<file path="config.mk">
export PLATFORM = sky130hd
export DESIGN_NAME = keypad_scanner_flat
export DESIGN_NICKNAME = d
export VERILOG_FILES = /design/src/rtl/keypad_pkg.sv /design/src/rtl/keypad_scanner_if.sv /design/src/rtl/keypad_scanner_row_sync.sv /design/src/rtl/keypad_scanner.sv /design/src/flat_wrapper.sv
export SDC_FILE = /design/constraint.sdc
export NUM_CORES = 1
export LEC_CHECK = 0
export CORE_MARGIN = 5
export CORE_UTILIZATION = 55
export DETAILED_ROUTE_END_ITERATION = 7
export PLACE_DENSITY = 0.77
export SETUP_SLACK_MARGIN = 0.3
export SYNTH_ARGS = -nofsm -noshare
export SYNTH_HDL_FRONTEND = slang
export SYNTH_SLANG_ARGS = --single-unit
</file>
<file path="constraint.sdc">
create_clock -name clk -period 6.3 [get_ports clk]
set_input_delay 0.63 -clock clk [delete_from_list [all_inputs] [get_ports clk]]
set_output_delay 0.63 -clock clk [all_outputs]
set_load 0.02 [all_outputs]
</file>
<file path="src/rtl/keypad_pkg.sv">
// Shared types and helpers for the 4x4 keypad scanner.
package keypad_pkg;

    localparam int KEY_W  = 4;
    localparam int N_ROWS = 4;
    localparam int N_COLS = 4;

    typedef enum logic [1:0] {
        SCAN     = 2'd0,
        DEBOUNCE = 2'd1,
        HELD     = 2'd2,
        RELEASE  = 2'd3
    } state_t;

    function automatic logic [KEY_W-1:0] encode_key(input logic [1:0] row_idx,
                                                    input logic [1:0] col_idx);
        return {row_idx, col_idx};
    endfunction

    // Lowest set row wins when several keys share the sampled column.
    function automatic logic [1:0] lowest_row(input logic [N_ROWS-1:0] rows);
        logic [1:0] idx;
        idx = '0;
        for (int i = N_ROWS - 1; i >= 0; i--) begin
            if (rows[i]) idx = 2'(i);
        end
        return idx;
    endfunction

endpackage

</file>
<file path="src/rtl/keypad_scanner_if.sv">
// Keypad matrix lines plus the decoded key outputs; master is the scanner side.
interface keypad_scanner_if;
    import keypad_pkg::*;

    logic [N_ROWS-1:0] row_in;
    logic [N_COLS-1:0] col_out;
    logic [KEY_W-1:0]  code;
    logic              key_valid;
    logic              key_held;

    modport master (input row_in, output col_out, code, key_valid, key_held);
    modport slave  (output row_in, input col_out, code, key_valid, key_held);
endinterface

</file>
<file path="src/rtl/keypad_scanner_row_sync.sv">
// Purpose: 2-flop synchroniser for the asynchronous keypad row lines.
// Latency: 2 cycles from d to q.
// Backpressure: none, free-running.
module row_sync #(
    parameter int W = 4
) (
    input  logic         clk,
    input  logic         rst,
    input  logic [W-1:0] d,
    output logic [W-1:0] q
);

    logic [W-1:0] meta;

    always_ff @(posedge clk or posedge rst) begin
        if (rst) begin
            meta <= '0;
            q    <= '0;
        end else begin
            meta <= d;
            q    <= meta;
        end
    end

endmodule

</file>
<file path="src/rtl/keypad_scanner.sv">
// Purpose: scan a 4x4 keypad one column at a time, debounce, report the key code.
// Latency: DEBOUNCE_CNT+1 cycles from the column sample cycle to key_valid.
// Backpressure: none; key_valid is a one-cycle strobe, code holds until the next key.
module keypad_scanner
    import keypad_pkg::*;
#(
    parameter int SCAN_DIV     = 1000,
    parameter int DEBOUNCE_CNT = 50000
) (
    input  logic              clk,
    input  logic              rst,
    keypad_scanner_if.master  kp
);

    localparam int DW = $clog2(SCAN_DIV) + 1;
    localparam int CW = $clog2(DEBOUNCE_CNT) + 1;
    localparam logic [DW-1:0] DWELL_LAST = DW'(SCAN_DIV - 1);
    localparam logic [CW-1:0] CNT_LAST   = CW'(DEBOUNCE_CNT - 1);
    localparam logic [CW-1:0] CNT_MAX    = '1;

    logic [N_ROWS-1:0] row_s;
    state_t            state_q, state_d;
    logic [DW-1:0]     dwell_q, dwell_d;
    logic [CW-1:0]     cnt_q,   cnt_d;
    logic [1:0]        col_q,   col_d;
    logic [1:0]        row_q,   row_d;
    logic [KEY_W-1:0]  code_q,  code_d;
    logic              valid_q, valid_d;
    logic              held_q,  held_d;
    logic              row_hit;
    logic [CW-1:0]     cnt_inc;

    row_sync #(.W(N_ROWS)) u_row_sync (
        .clk (clk),
        .rst (rst),
        .d   (kp.row_in),
        .q   (row_s)
    );

    assign row_hit = row_s[row_q];
    assign cnt_inc = (cnt_q == CNT_MAX) ? cnt_q : cnt_q + 1'b1;

    always_ff @(posedge clk or posedge rst) begin
        if (rst) begin
            state_q <= SCAN;
            dwell_q <= '0;
            cnt_q   <= '0;
            col_q   <= '0;
            row_q   <= '0;
            code_q  <= '0;
            valid_q <= 1'b0;
            held_q  <= 1'b0;
        end else begin
            state_q <= state_d;
            dwell_q <= dwell_d;
            cnt_q   <= cnt_d;
            col_q   <= col_d;
            row_q   <= row_d;
            code_q  <= code_d;
            valid_q <= valid_d;
            held_q  <= held_d;
        end
    end

    always_comb begin
        state_d = state_q;
        dwell_d = dwell_q;
        cnt_d   = cnt_q;
        col_d   = col_q;
        row_d   = row_q;
        code_d  = code_q;
        valid_d = 1'b0;
        held_d  = held_q;
        case (state_q)
            SCAN: begin
                if (dwell_q == DWELL_LAST) begin
                    dwell_d = '0;
                    if (|row_s) begin
                        row_d   = lowest_row(row_s);
                        cnt_d   = '0;
                        state_d = DEBOUNCE;
                    end else begin
                        col_d = col_q + 2'd1;
                    end
                end else begin
                    dwell_d = dwell_q + 1'b1;
                end
            end
            DEBOUNCE: begin
                if (!row_hit) begin
                    col_d   = col_q + 2'd1;
                    dwell_d = '0;
                    state_d = SCAN;
                end else if (cnt_q == CNT_LAST) begin
                    code_d  = encode_key(row_q, col_q);
                    valid_d = 1'b1;
                    held_d  = 1'b1;
                    state_d = HELD;
                end else begin
                    cnt_d = cnt_inc;
                end
            end
            HELD: begin
                // Column stays frozen, so other keys cannot disturb the held one.
                if (!row_hit) begin
                    cnt_d   = '0;
                    state_d = RELEASE;
                end
            end
            RELEASE: begin
                if (row_hit) begin
                    cnt_d = '0;
                end else if (cnt_q == CNT_LAST) begin
                    held_d  = 1'b0;
                    col_d   = col_q + 2'd1;
                    dwell_d = '0;
                    state_d = SCAN;
                end else begin
                    cnt_d = cnt_inc;
                end
            end
            default: state_d = SCAN;
        endcase
    end

    assign kp.col_out   = N_COLS'(1) << col_q;
    assign kp.code      = code_q;
    assign kp.key_valid = valid_q;
    assign kp.key_held  = held_q;

endmodule

</file>
<file path="src/flat_wrapper.sv">
// flat-port wrapper written by rule: the top's interface ports become plain ports
module keypad_scanner_flat import keypad_pkg::*;
#(
    parameter int SCAN_DIV     = 1000,
    parameter int DEBOUNCE_CNT = 50000
)
  (clk, rst, kp_row_in, kp_col_out, kp_code, kp_key_valid, kp_key_held);
  keypad_scanner_if kp_i ();
  input  logic clk;
  input  logic rst;
  input wire logic [$bits(kp_i.row_in)-1:0] kp_row_in;
  output wire logic [$bits(kp_i.col_out)-1:0] kp_col_out;
  output wire logic [$bits(kp_i.code)-1:0] kp_code;
  output wire logic [$bits(kp_i.key_valid)-1:0] kp_key_valid;
  output wire logic [$bits(kp_i.key_held)-1:0] kp_key_held;
  assign kp_i.row_in = kp_row_in;
  assign kp_col_out = kp_i.col_out;
  assign kp_code = kp_i.code;
  assign kp_key_valid = kp_i.key_valid;
  assign kp_key_held = kp_i.key_held;
  keypad_scanner #(.SCAN_DIV(SCAN_DIV), .DEBOUNCE_CNT(DEBOUNCE_CNT)) u_core (.clk(clk), .rst(rst), .kp(kp_i));
endmodule
</file>
==> results.sh <==
export IMPL_syn_nets=270
export IMPL_io_buffers=15
export IMPL_dieArea_sq_mm=0.006143
export IMPL_startpoint_type="flip-flop"
export IMPL_pwr_share_seq=0.601
export IMPL_crit_arrival_ps=2880
export IMPL_cp_num_buf_inv=0
export IMPL_post_dp_hpwl_mm=3.633
export IMPL_crit_slowest_cell="a211oi_4"
export IMPL_tightest_slew_ps=971.5
export IMPL_ys_ff_latch=48
export IMPL_fin_crit_ps=2697
export IMPL_crit_chain="mux4_2, and2_1, a211oi_4, nor4_1, mux2i_1"
export IMPL_maxSlewHeadroom=0.3514
export IMPL_utilization=0.6365
export IMPL_maxSlewViolCount=0
export IMPL_grt_pass1_vias=2051
export IMPL_leakage_uw=0.001114
export IMPL_cts_root_buffer="clkbuf_8"
export IMPL_start_util=0.5785
export IMPL_ctsHoldBuffers=0
export IMPL_seq_area_frac_synth=0.4672
export IMPL_setup_viol=0
export IMPL_final_common_cell="dfrtp_1"
export IMPL_nFillCells=360
export IMPL_grt_setup_unrepaired="false"
export IMPL_synth_flop_cell="dfrtp_1"
export IMPL_fin_tns_setup_ps=0
export IMPL_drive_above_1_share=0.07090
export IMPL_num_rows=24
export IMPL_critPathMaxStageDelay_ps=830
export IMPL_synthToLayoutAreaGrowth_pct=10.02
export IMPL_ff2ff_setup_slack_ps=3600
export IMPL_vias=2122
export IMPL_grt_first_pass_wirelength_mm=9.487
export IMPL_cts_buffer_depth=2
export IMPL_cts_tree="yes"
export IMPL_synth_edf_count=0
export IMPL_cellInternalPower_uw=404.1
export IMPL_io_pins=16
export IMPL_antenna_cells=0
export IMPL_avgSynthCellArea_sq_um=9.966
export IMPL_grt_remaining_overflow=0
export IMPL_async_flop_share=1.000
export IMPL_clk_latency_ps=310
export IMPL_via_per_inst=6.631
export IMPL_numCtsBuffers=5
export IMPL_power_uw=519.1
export IMPL_worstSetupPathType="reg -> reg"
export IMPL_cts_sinks=48
export IMPL_power_switching_uw=115.0
export IMPL_cts_htree_levels=2
export IMPL_grtUsageTotal=0.1912
export IMPL_hp_class="reg -> reg"
export IMPL_hold_viol_final=0
export IMPL_place_congestion=0.8677
export IMPL_layout_common_cells="dfrtp_1 (48), a21oi_1 (25), o31ai_1 (18), nand2_1 (17), or4_1 (16)"
export IMPL_ant_nets=0
export IMPL_cts_setup_buffers=0
export IMPL_synthDistinctLibCells=44
export IMPL_clkPwrFrac=0.376
export IMPL_status="completed"
export IMPL_cp_data_required_time_ps=6480
export IMPL_yosysWarnings=0
export IMPL_grt_max_degree=49
export IMPL_path_delay_family="compound AO/OA/AOI/OAI gates"
export IMPL_drt_iter0_drc=204
export IMPL_ir_drop_v=0.0001442
export IMPL_max_freq_mhz=370.7
export IMPL_switching_share=0.2215
export IMPL_drt_total_wl_mm=5.423
export IMPL_die_h_um=78.38
export IMPL_drc_errors=0
export IMPL_syn_area_sq_mm=0.002571
export IMPL_drv_cap=0
export IMPL_powerDensity_mw_per_mm2=183.5
export IMPL_critPathCaptureType="flip-flop"
export IMPL_synthCells=258
export IMPL_fin_nets=279
export IMPL_period_share=0.4282
export IMPL_ctsResizeCount=0
export IMPL_antenna_found_initial=0
export IMPL_combPwrFrac=0.023
export IMPL_wire_per_inst_um=16.95
export IMPL_drt_first_pass_iters=5
export IMPL_die_width_um=78.38
export IMPL_clkTransAtPathRegs_ps=80
export IMPL_core_area_sq_mm=0.004444
export IMPL_clock_skew_ps=8.987
export IMPL_crit_path_max_fanout=28
[power groups by stage]
| stage | clock (uW) | sequential, uW | combinational, uW |
|---|---|---|---|
| after global routing | 217 | 313 | 14.0 |
| final | 195 | 312 | 12.0 |
| after CTS | 202 | 312 | 12.6 |
| after global placement | 0 | 318 | 11.9 |
| after floorplan | 0 | 318 | 7.03 |
| after detailed placement | 0 | 318 | 12.3 |
[Yosys cell counts (2+ instances only)]
cell / n / share of area
a211o_1: 2 / 0.0068
a211oi_1: 2 / 0.0058
a21oi_1: 25 / 0.049
a31oi_1: 2 / 0.0049
and2_1: 3 / 0.0073
and3_1: 3 / 0.0073
and4_1: 5 / 0.017
clkbuf_1: 11 / 0.016
dfrtp_1: 48 / 0.47
ha_1: 6 / 0.029
inv_1: 8 / 0.012
mux2_2: 5 / 0.022
mux2i_1: 4 / 0.016
nand2_1: 17 / 0.025
nand2b_1: 3 / 0.0073
nand3_1: 10 / 0.019
nand4_1: 10 / 0.024
nand4b_1: 3 / 0.010
nor2_1: 10 / 0.015
nor3_1: 5 / 0.0097
nor4_1: 4 / 0.0097
o21ai_0: 9 / 0.018
o22a_1: 2 / 0.0068
o22ai_1: 2 / 0.0049
o31ai_1: 18 / 0.053
o41ai_1: 2 / 0.0068
or3_1: 7 / 0.017
or4_1: 16 / 0.047
[layout make-up]
cell class | instances | area, sq um | area share
multi-input cells | 188 | 1279 | 0.4520
flip-flops and latches | 48 | 1201 | 0.4246
repair buffers | 16 | 157.7 | 0.05573
clock buffers | 6 | 82.58 | 0.02919
well taps | 52 | 65.06 | 0.02300
inverters | 8 | 30.03 | 0.01061
clock inverters | 2 | 13.76 | 0.004865
[metal layers]
| metal | track usage | vias to the layer above | part of all wire |
|---|---|---|---|
| met4 | 0.06818 | 0 | 0.014 |
| met3 | 0.04233 | 6 | 0.050 |
| met5 | 0 | - | 0 |
| li1 | - | 1025 | - |
| met1 | 0.2461 | 1040 | 0.44 |
| met2 | 0.3185 | 51 | 0.49 |
[sequential cells by signal (all words and copies together), names as in the netlist, named ones only]
register and flops:
u_core.cnt_q 17, u_core.col_q 2, u_core.dwell_q 11, u_core.kp.code 4, u_core.kp.key_held 1, u_core.kp.key_valid 1, u_core.row_q 2, u_core.state_q 1
u_core.u_row_sync.meta 4, u_core.u_row_sync.q 4
[kinds of logic after synthesis]
family,count (synthesis),synth area share
and+or+nand+nor,101,0.2394
AOI/OAI and AO/OA,69,0.1752
DFF,48,0.4672
buffers and inverters,22,0.03552
muxes,10,0.04623
adders and majority gates,7,0.03309
xor gates and xnor gates,1,0.003407
[per-stage QoR]
step	std cells	instance area, sq um	setup WS, ps	hold slack [ps]
finish	320	2829	3603	353.3
global route	320	2829	3380	372.2
CTS	320	2829	3626	355.5
detailed placement	312	2733	3649	334.7
global placement	312	2733	3703	331.4
floorplan	258	2571	4068	331.2
[final timing paths]
check,start,end,cells past startpoint
max,u_core.row_q[0]$_DFFE_PP0P_,u_core.cnt_q[14]$_DFFE_PP0P_,5
min,u_core.u_row_sync.meta[3]$_DFF_PP0_,u_core.u_row_sync.q[3]$_DFF_PP0_,0
max reg2reg,u_core.row_q[0]$_DFFE_PP0P_,u_core.cnt_q[14]$_DFFE_PP0P_,5
min reg2reg,u_core.u_row_sync.meta[3]$_DFF_PP0_,u_core.u_row_sync.q[3]$_DFF_PP0_,0
max in group asynchronous,rst,u_core.cnt_q[5]$_DFFE_PP0P_,2
min in group asynchronous,rst,u_core.cnt_q[16]$_DFFE_PP0P_,2
No activity file was read; power rests on OpenSTA's default activity.
